## config.mk

```make
export PLATFORM = sky130hd
export DESIGN_NAME = id_ex_stage
export DESIGN_NICKNAME = d
export VERILOG_FILES = /design/src/rtl/id_ex_stage.sv
export SDC_FILE = /design/constraint.sdc
export NUM_CORES = 1
export LEC_CHECK = 0
export BUFFER_PORTS_ARGS = -buffer_cell sky130_fd_sc_hd__buf_2
export CAP_MARGIN = 20
export CORE_AREA = 4 4 157 159
export DETAILED_ROUTE_END_ITERATION = 16
export DIE_AREA = 0 0 161 163
export GPL_TIMING_DRIVEN = 0
export SYNTH_ARGS = -nofsm -noshare
export SYNTH_HDL_FRONTEND = slang
export SYNTH_SLANG_ARGS = --single-unit
```

## constraint.sdc

```tcl
create_clock -name clk -period 19.2 [get_ports clk]
set_input_delay 3.84 -clock clk [delete_from_list [all_inputs] [get_ports clk]]
set_output_delay 3.84 -clock clk [all_outputs]
set_load 0.05 [all_outputs]
```

## src/rtl/id_ex_stage.sv

```systemverilog
// id_ex_stage: decode-to-execute pipeline register.
//
// It captures the register-file read data and the decoded fields from the
// decode stage on every rising clock edge. It detects load-use hazards against
// the instruction currently in execute. On a load-use hazard or on a
// branch/jump flush it inserts a bubble, and it counts the bubbles it inserts.
//
// Ports:
//   clk, reset            rising-edge clock; asynchronous active-high reset
//   *D inputs             decode-stage instruction (valid, data, indices, control)
//   FlushE                execute redirect; kill the instruction entering EX
//   *E outputs            registered execute-stage copies of the D inputs
//   StallF, StallD        hold PC and IF/ID (combinational, equal to lwStall)
//   BubbleCount           bubbles inserted since reset (wraps)
module id_ex_stage #(
  parameter int XLEN  = 32,
  parameter int CNT_W = 32
) (
  input  logic             clk,
  input  logic             reset,

  input  logic             ValidD,
  input  logic [XLEN-1:0]  RD1D,
  input  logic [XLEN-1:0]  RD2D,
  input  logic [4:0]       Rs1D,
  input  logic [4:0]       Rs2D,
  input  logic [4:0]       RdD,
  input  logic [XLEN-1:0]  ImmExtD,
  input  logic [XLEN-1:0]  PCD,
  input  logic [XLEN-1:0]  PCPlus4D,
  input  logic             RegWriteD,
  input  logic             MemWriteD,
  input  logic             JumpD,
  input  logic             BranchD,
  input  logic             ALUSrcD,
  input  logic [1:0]       ResultSrcD,
  input  logic [2:0]       ALUControlD,
  input  logic             FlushE,

  output logic             ValidE,
  output logic [XLEN-1:0]  RD1E,
  output logic [XLEN-1:0]  RD2E,
  output logic [4:0]       Rs1E,
  output logic [4:0]       Rs2E,
  output logic [4:0]       RdE,
  output logic [XLEN-1:0]  ImmExtE,
  output logic [XLEN-1:0]  PCE,
  output logic [XLEN-1:0]  PCPlus4E,
  output logic             RegWriteE,
  output logic             MemWriteE,
  output logic             JumpE,
  output logic             BranchE,
  output logic             ALUSrcE,
  output logic [1:0]       ResultSrcE,
  output logic [2:0]       ALUControlE,

  output logic             StallF,
  output logic             StallD,
  output logic [CNT_W-1:0] BubbleCount
);

  localparam logic [1:0] RES_MEM = 2'b01;

  logic lw_stall;
  logic bubble;

  // A valid load in EX whose destination (not x0) matches either source in D.
  // Both sources are compared even when the D instruction does not read them.
  // This can stall when no stall is needed, which is acceptable.
  always_comb begin
    lw_stall = ValidE & RegWriteE & (ResultSrcE == RES_MEM) & (RdE != 5'd0) &
               ValidD & ((RdE == Rs1D) | (RdE == Rs2D));
    bubble   = FlushE | lw_stall;
  end

  assign StallF = lw_stall;
  assign StallD = lw_stall;

  always_ff @(posedge clk or posedge reset) begin
    if (reset) begin
      ValidE      <= 1'b0;
      RD1E        <= '0;
      RD2E        <= '0;
      Rs1E        <= '0;
      Rs2E        <= '0;
      RdE         <= '0;
      ImmExtE     <= '0;
      PCE         <= '0;
      PCPlus4E    <= '0;
      RegWriteE   <= 1'b0;
      MemWriteE   <= 1'b0;
      JumpE       <= 1'b0;
      BranchE     <= 1'b0;
      ALUSrcE     <= 1'b0;
      ResultSrcE  <= 2'b00;
      ALUControlE <= 3'b000;
    end else if (bubble) begin
      // Bubble: a NOP enters EX. Data and index fields are cleared as well.
      // Forwarding therefore never matches a stale index.
      ValidE      <= 1'b0;
      RD1E        <= '0;
      RD2E        <= '0;
      Rs1E        <= '0;
      Rs2E        <= '0;
      RdE         <= '0;
      ImmExtE     <= '0;
      PCE         <= '0;
      PCPlus4E    <= '0;
      RegWriteE   <= 1'b0;
      MemWriteE   <= 1'b0;
      JumpE       <= 1'b0;
      BranchE     <= 1'b0;
      ALUSrcE     <= 1'b0;
      ResultSrcE  <= 2'b00;
      ALUControlE <= 3'b000;
    end else begin
      // An empty decode slot is still captured. Its control bits are gated off.
      // This stops a stale decode from writing state downstream.
      ValidE      <= ValidD;
      RD1E        <= RD1D;
      RD2E        <= RD2D;
      Rs1E        <= Rs1D;
      Rs2E        <= Rs2D;
      RdE         <= RdD;
      ImmExtE     <= ImmExtD;
      PCE         <= PCD;
      PCPlus4E    <= PCPlus4D;
      RegWriteE   <= RegWriteD & ValidD;
      MemWriteE   <= MemWriteD & ValidD;
      JumpE       <= JumpD & ValidD;
      BranchE     <= BranchD & ValidD;
      ALUSrcE     <= ALUSrcD & ValidD;
      ResultSrcE  <= ValidD ? ResultSrcD : 2'b00;
      ALUControlE <= ALUControlD;
    end
  end

  // One count per bubble cycle. A flush and a stall in the same cycle count once.
  always_ff @(posedge clk or posedge reset) begin
    if (reset)       BubbleCount <= '0;
    else if (bubble) BubbleCount <= BubbleCount + 1'b1;
  end

endmodule

```

==> results of run 1 <==
[power by group]
part	leakage [uW]	internal, uW	switching (uW)
combinational	0.00283	61.2	167
sequential	0.00280	491	21.7
clock	0.000378	260	178
total	0.00600	812	366
[flip-flops by register name (all words and copies together), names as in the netlist, 2 cells and up]
signal	count
PCPlus4E	32
Rs2E	5
ImmExtE	32
RD2E	32
BubbleCount	32
RdE	5
ResultSrcE	2
RD1E	32
PCE	32
Rs1E	5
ALUControlE	3
[cells in the mapped netlist (2+ instances only)]
master	instances	area (um^2)
o21ai_0	2	10.01
nand2_1	12	45.04
clkbuf_2	2	10.01
buf_6	19	214.0
nand3_1	9	45.04
nand4_1	4	25.02
and2_1	179	1120
xor2_1	34	297.8
buf_4	3	22.52
xnor2_1	7	61.31
nor4_4	3	63.81
dfrtp_1	218	5455
and3_1	13	81.33
inv_1	2	7.510
nand3b_1	3	22.52
nor3_1	12	60.06
nor3b_1	3	22.52
nor2_1	11	41.29
nor4b_1	2	17.52
[final timing paths]
kind                                                     to  depth (start not counted)                   startpoint
worst max-delay path                                 StallF                          7                      Rs2D[2]
worst min-delay path            BubbleCount[31]$_DFFE_PP0P_                          1  BubbleCount[31]$_DFFE_PP0P_
worst max register to register   BubbleCount[1]$_DFFE_PP0P_                          6             RdE[1]$_DFF_PP0_
worst min register to register  BubbleCount[31]$_DFFE_PP0P_                          1  BubbleCount[31]$_DFFE_PP0P_
max in group asynchronous                 Rs1E[4]$_DFF_PP0_                          3                        reset
min in group asynchronous            PCPlus4E[26]$_DFF_PP0_                          2                        reset
[layer usage]
layer	share of wire, %	track usage [%]	routed length (um)	vias up
met4	1.4	3.373	307	0
li1	-	-	-	2603
met1	38	19.93	8549	2599
met3	9.1	5.214	2018	29
met5	0	0	0	-
met2	51	28.72	11380	253
[kinds of logic (layout without fill, tap and decap cells)]
logic type / count (synthesis) / in the layout / synth area share (%)
muxes: 1 / 1 / 0.1454
AOI/OAI and AO/OA: 5 / 5 / 0.5172
DFF: 218 / 218 / 70.46
buffers and inverters: 27 / 474 / 3.474
xor gates and xnor gates: 41 / 41 / 4.638
and+or+nand+nor: 257 / 257 / 20.60
adders and majority gates: 1 / 1 / 0.1616
[final cells by class]
cell class,instances,area [um^2]
clock buffers,32,721.9
plain buffers,25,261.5
repair buffers,409,2069
fillers,2154,12290
well taps,319,399.1
multi-input cells,305,2018
inverters,2,15.01
clock inverters,6,32.53
flip-flops and latches,218,5455
[through the flow]
stage | power, uW | setup slack [ps] | hold WS [ps]
after global placement | 749.8 | 6954 | 470.2
after detailed placement | 752.2 | 10240 | 468.3
after CTS | 1199 | 10230 | 476.1
after global routing | 1235 | 10150 | 489.0
after floorplan | 679.8 | 9396 | 786.0
final | 1179 | 10260 | 474.3
==> summary.txt, run 1 <==
Run status
  • Outcome: completed

Finish
  • Fin cells: 1316
  • Most common cell after layout, fill and taps aside: buf_2
  • Share of layout cells above drive strength 1: 48.14%
  • Final Cell Area: between 0.01 and 0.015 mm^2
  • Layout Nets: 1175
  • Final core utilization: approximately 47%
  • Antenna diodes: 0
  • Commonest cells after routing, fill and taps aside: buf_2 (408), dfrtp_1 (218), and2_1 (179)
  • Syn-to-layout area delta: 41.73%

Global route
  • Initial antenna violation count: 0
  • GRT Total Usage: ~16%
  • Remaining global-route overflow: 0
  • First-pass GRT wire length: about 33000 um
  • Vias in the first global route: 5753
  • Largest net degree at the start of global routing: 117

Pwr
  • Cell Pwr Density: 107.4 mW/mm^2
  • VDD IR max: 0.1012 mV
  • P_leak: 0.006003 uW

Worst setup path
  • Most frequent CP cell: buf_2
  • Worst Path Max Fanout: 4
  • Reg2Reg Setup Slack: 17070 ps
  • Slowest CP cell: nor2_1
  • Worst Setup End Kind: primary output
  • Crit path DAT: 5100 ps
  • CP max stage delay: ~280 ps
  • Top delay family on crit path: buffers and inverters
  • Critical path buffer and inverter count: 3
  • Type of the worst setup path: input port to primary output
  • Critical-path cell list: buf_2 -> xor2_1 -> nor3_1 -> a22oi_1 -> nor2_1 -> buf_4 -> buf_2
  • CP Launch Type: input port
  • WP data required: 15360 ps

Synthesis
  • Synth Instances: 550
  • Syn Area/Cell: between 10 and 15 um^2
  • Async SR Flop Fraction: 100.0%
  • Most common flop cell mapped by yosys: dfrtp_1
  • Count of flip-flops with a built-in enable after synthesis: 0
  • #FFs+latches synth: roughly 220
  • Post-synth net total: 740
  • Syn Std Cell Area: ~0.0077 mm^2
  • YS warnings: 0
  • Register area share after synthesis: 70.46%
  • Synth cell types: 31

CTS
  • CTS tree: yes
  • Worst-path clk slew: approximately 60 ps
  • Clock Sinks: approximately 220
  • Setup Buffers After CTS: 0
  • Clock Latency Late Sink: 510 ps
  • Root buf cell: clkbuf_16
  • H-tree depth: 1
  • Hold Buf Count CTS: 0
  • CTS buffer count: 24
  • Post-CTS sizing: 0
  • Clk buf depth: 3

STA
  • Worst-Margin Slew: 734.7 ps
  • Fmax: about 110 MHz
  • Final hold vios: 0
  • Skew final: 7.672 ps
  • Setup_tns: 0 ps
  • RSZ-0062 raised after global routing: false
  • Final min period: 8939 ps
  • Slew headroom: 51.02%
  • Max Slew Vio Count: 0
  • Final setup fails: 0
  • Final period util: 46.56%

Die
  • Die X: 161 um
  • Die footprint: 0.02624 mm^2
  • Core ar.: 0.02326 mm^2
  • Row cnt: between 50 and 60
  • Die span in y: 163 um
  • Starting Density: 33.28%
  • I/O pins: 409

Drt
  • DR iter-0 viols: 272
  • Drt pass-1 iters: 4
  • DRC: 0
  • Via count: 5484
  • Routed len/inst: 16.91 um
  • Drt total wl: between 20000 and 25000 um
  • Vias/cell: 4.167
  • Post-route ant nets: 0

Placement
  • Area of placed instances: a little over 0.01 mm^2
  • Placer congestion estimate: a little under 0.8
  • Post-DP HPWL: 16980 um
  • I/O Buffers: 408
  • Post-placement cell count: 1278

Run
  • Max-Cap Viols: 0

Hold path
  • Hold Crit Class: flip-flop to flip-flop
(Power assumes the default switching activity.)
==> inputs of run 2 (changes only) <==
- CORE_AREA: 4 4 157 159 -> 4 4 158 160
- DIE_AREA: 0 0 161 163 -> 0 0 162 164
- clock period: 19.2 -> 9.15 ns (I/O delays scaled with it)
==> summary.txt, run 2 (synthesis gave the netlist of run 1 again) <==
Worst setup path
  • CP Launch Type: input port (unchanged)
  • Worst Setup End Kind: primary output (unchanged)
  • Worst Path Max Fanout: 4 (unchanged)
  • WP data required: 7320 ps (was 15360 ps)
  • Crit path DAT: 3260 ps (was 5100 ps)
  • Type of the worst setup path: input port to primary output (unchanged)

CTS
  • Clock Sinks: 218 (unchanged)
  • H-tree depth: 1 (unchanged)
  • Hold Buf Count CTS: 0 (unchanged)
  • Post-CTS sizing: 0 (unchanged)
  • Worst-path clk slew: 60 ps (about the same)
  • CTS buffer count: 25 (was 24)
  • Clock Latency Late Sink: 500 ps (was 510 ps)
  • Root buf cell: clkbuf_16 (unchanged)
  • CTS tree: yes (unchanged)
  • Setup Buffers After CTS: 0 (unchanged)
  • Clk buf depth: 3 (unchanged)

Drt
  • Routed len/inst: 16.86 um (was 16.91 um)
  • Vias/cell: 4.149 (was 4.167)
  • DR iter-0 viols: 223 (was 272)
  • DRC: 0 (unchanged)
  • Via count: 5477 (was 5484)
  • Post-route ant nets: 0 (unchanged)
  • Drt total wl: 22260 um (about the same)
  • Drt pass-1 iters: 4 (unchanged)

Die
  • Core ar.: 0.02340 mm^2 (was 0.02326 mm^2)
  • Starting Density: 33.08% (was 33.28%)
  • Row cnt: 56 (unchanged)
  • Die span in y: 164 um (was 163 um)
  • I/O pins: 409 (unchanged)
  • Die footprint: 0.02657 mm^2 (was 0.02624 mm^2)
  • Die X: 162 um (was 161 um)

STA
  • Fmax: 196.3 MHz
  • Final hold vios: 0 (unchanged)
  • Worst-Margin Slew: 737.2 ps (was 734.7 ps)
  • Final period util: between 50% and 60%
  • WHS: 481.9 ps (was 474.3 ps)
  • RSZ-0062 raised after global routing: false (unchanged)
  • Final setup fails: 0 (unchanged)
  • Max Slew Vio Count: 0 (unchanged)
  • Final min period: 5094 ps
  • Setup_tns: 0 ps (unchanged)
  • Skew final: 9.359 ps (was 7.672 ps)
  • Slew headroom: 50.86% (was 51.02%)

Global route
  • Global routing usage on met3: 5.571% (was 5.214%)
  • Initial antenna violation count: 0 (unchanged)
  • GRT Total Usage: 16.03% (was 16.36%)
  • First-pass GRT wire length: 33140 um (was 33470 um)
  • Remaining global-route overflow: 0 (unchanged)
  • GR peak layer: met2 (unchanged)
  • Met1 Use GR: 18.32% (was 19.93%)
  • Vias in the first global route: 5751 (was 5753)
  • Largest net degree at the start of global routing: 118 (was 117)
  • Met2 usage: 28.86% (was 28.72%)

Run status
  • Outcome: completed (unchanged)

Finish
  • Antenna diodes: 0 (unchanged)
  • Syn-to-layout area delta: 41.66% (was 41.73%)
  • Fin cells: 1320 (was 1316)
  • Commonest cells after routing, fill and taps aside: buf_2 (408), dfrtp_1 (218), and2_1 (179) (unchanged)
  • Share of layout cells above drive strength 1: 47.65% (was 48.14%)
  • Most common cell after layout, fill and taps aside: buf_2 (unchanged)
  • Layout Nets: 1176 (was 1175)
  • Final core utilization: 46.87% (was 47.17%)

Placement
  • Post-DP HPWL: 17040 um (was 16980 um)
  • Placer congestion estimate: 0.7834 (was 0.7930)
  • I/O Buffers: 408 (unchanged)
  • Post-placement cell count: 1278 (unchanged)

Pwr
  • VDD IR max: 0.1971 mV (was 0.1012 mV)
  • Sw frac: 31.07% (was 31.08%)
  • Cell Pwr Density: 224.7 mW/mm^2 (was 107.4 mW/mm^2)
  • Clock power frac: 36.9% (was 37.1%)
  • Pint: 1699 uW (was 812.3 uW)
  • Sequential Power Share: 43.7% (was 43.5%)
  • Net Sw Power: 765.6 uW (was 366.3 uW)
  • P_leak: 0.005996 uW (was 0.006003 uW)
  • Comb pwr share: 19.4% (about the same)

Run
  • Max-Cap Viols: 0 (unchanged)

Hold path
  • Hold Crit Class: flip-flop to flip-flop (unchanged)
## run 2: worst paths after layout
check                                             from                           to  slack, ps  cells after the start
max                                            Rs2D[2]                       StallF       4060                      7
min                        BubbleCount[22]$_DFFE_PP0P_  BubbleCount[22]$_DFFE_PP0P_        480                      1
max reg2reg                           RdE[1]$_DFF_PP0_   BubbleCount[1]$_DFFE_PP0P_       7010                      6
min reg2reg                BubbleCount[22]$_DFFE_PP0P_  BubbleCount[22]$_DFFE_PP0P_        480                      1
max in group asynchronous                        reset            RD2E[2]$_DFF_PP0_       6710                      3
min in group asynchronous                        reset       PCPlus4E[25]$_DFF_PP0_       1430                      2
## run 2: metal layers
layer / share of wire (%) / vias up
met2: 51 / 240
met4: 1.8 / 0
met1: 37 / 2584
met5: 0 / -
li1: - / 2617
met3: 9.9 / 36
## run 2: final cells by class
type / count / area (um^2)
Clock buffer: 37 / 720.7
Inverter: 2 / 15.01
Tap cell: 319 / 399.1
Buffer: 25 / 261.5
Timing Repair Buffer: 409 / 2069
Clock inverter: 5 / 28.78
Multi-Input combinational cell: 305 / 2018
Sequential cell: 218 / 5455
Fill cell: 2258 / 12430
## run 2: critical path, stage by stage
cell     delay, ps
buf_2          110
xor2_1         130
nor3_1         230
a22oi_1        150
nor2_1         390
buf_4          180
buf_2          250
## run 2: through the flow
step                total power (uW)  instance area (um^2)  setup slack (ps)
floorplan                       1426                  7742              1356
global placement                1571                 10180             -1136
detailed placement              1578                 10220              4026
CTS                             2507                 10970              4017
global route                    2584                 10970              3953
finish                          2464                 10970              4056
## run 2: power groups by stage
stage	clock network, uW	registers, uW	logic, uW
after floorplan	0	1330	100
after global placement	0	1090	480
after detailed placement	0	1090	485
after CTS	944	1080	487
after global routing	990	1090	508
final	909	1080	479
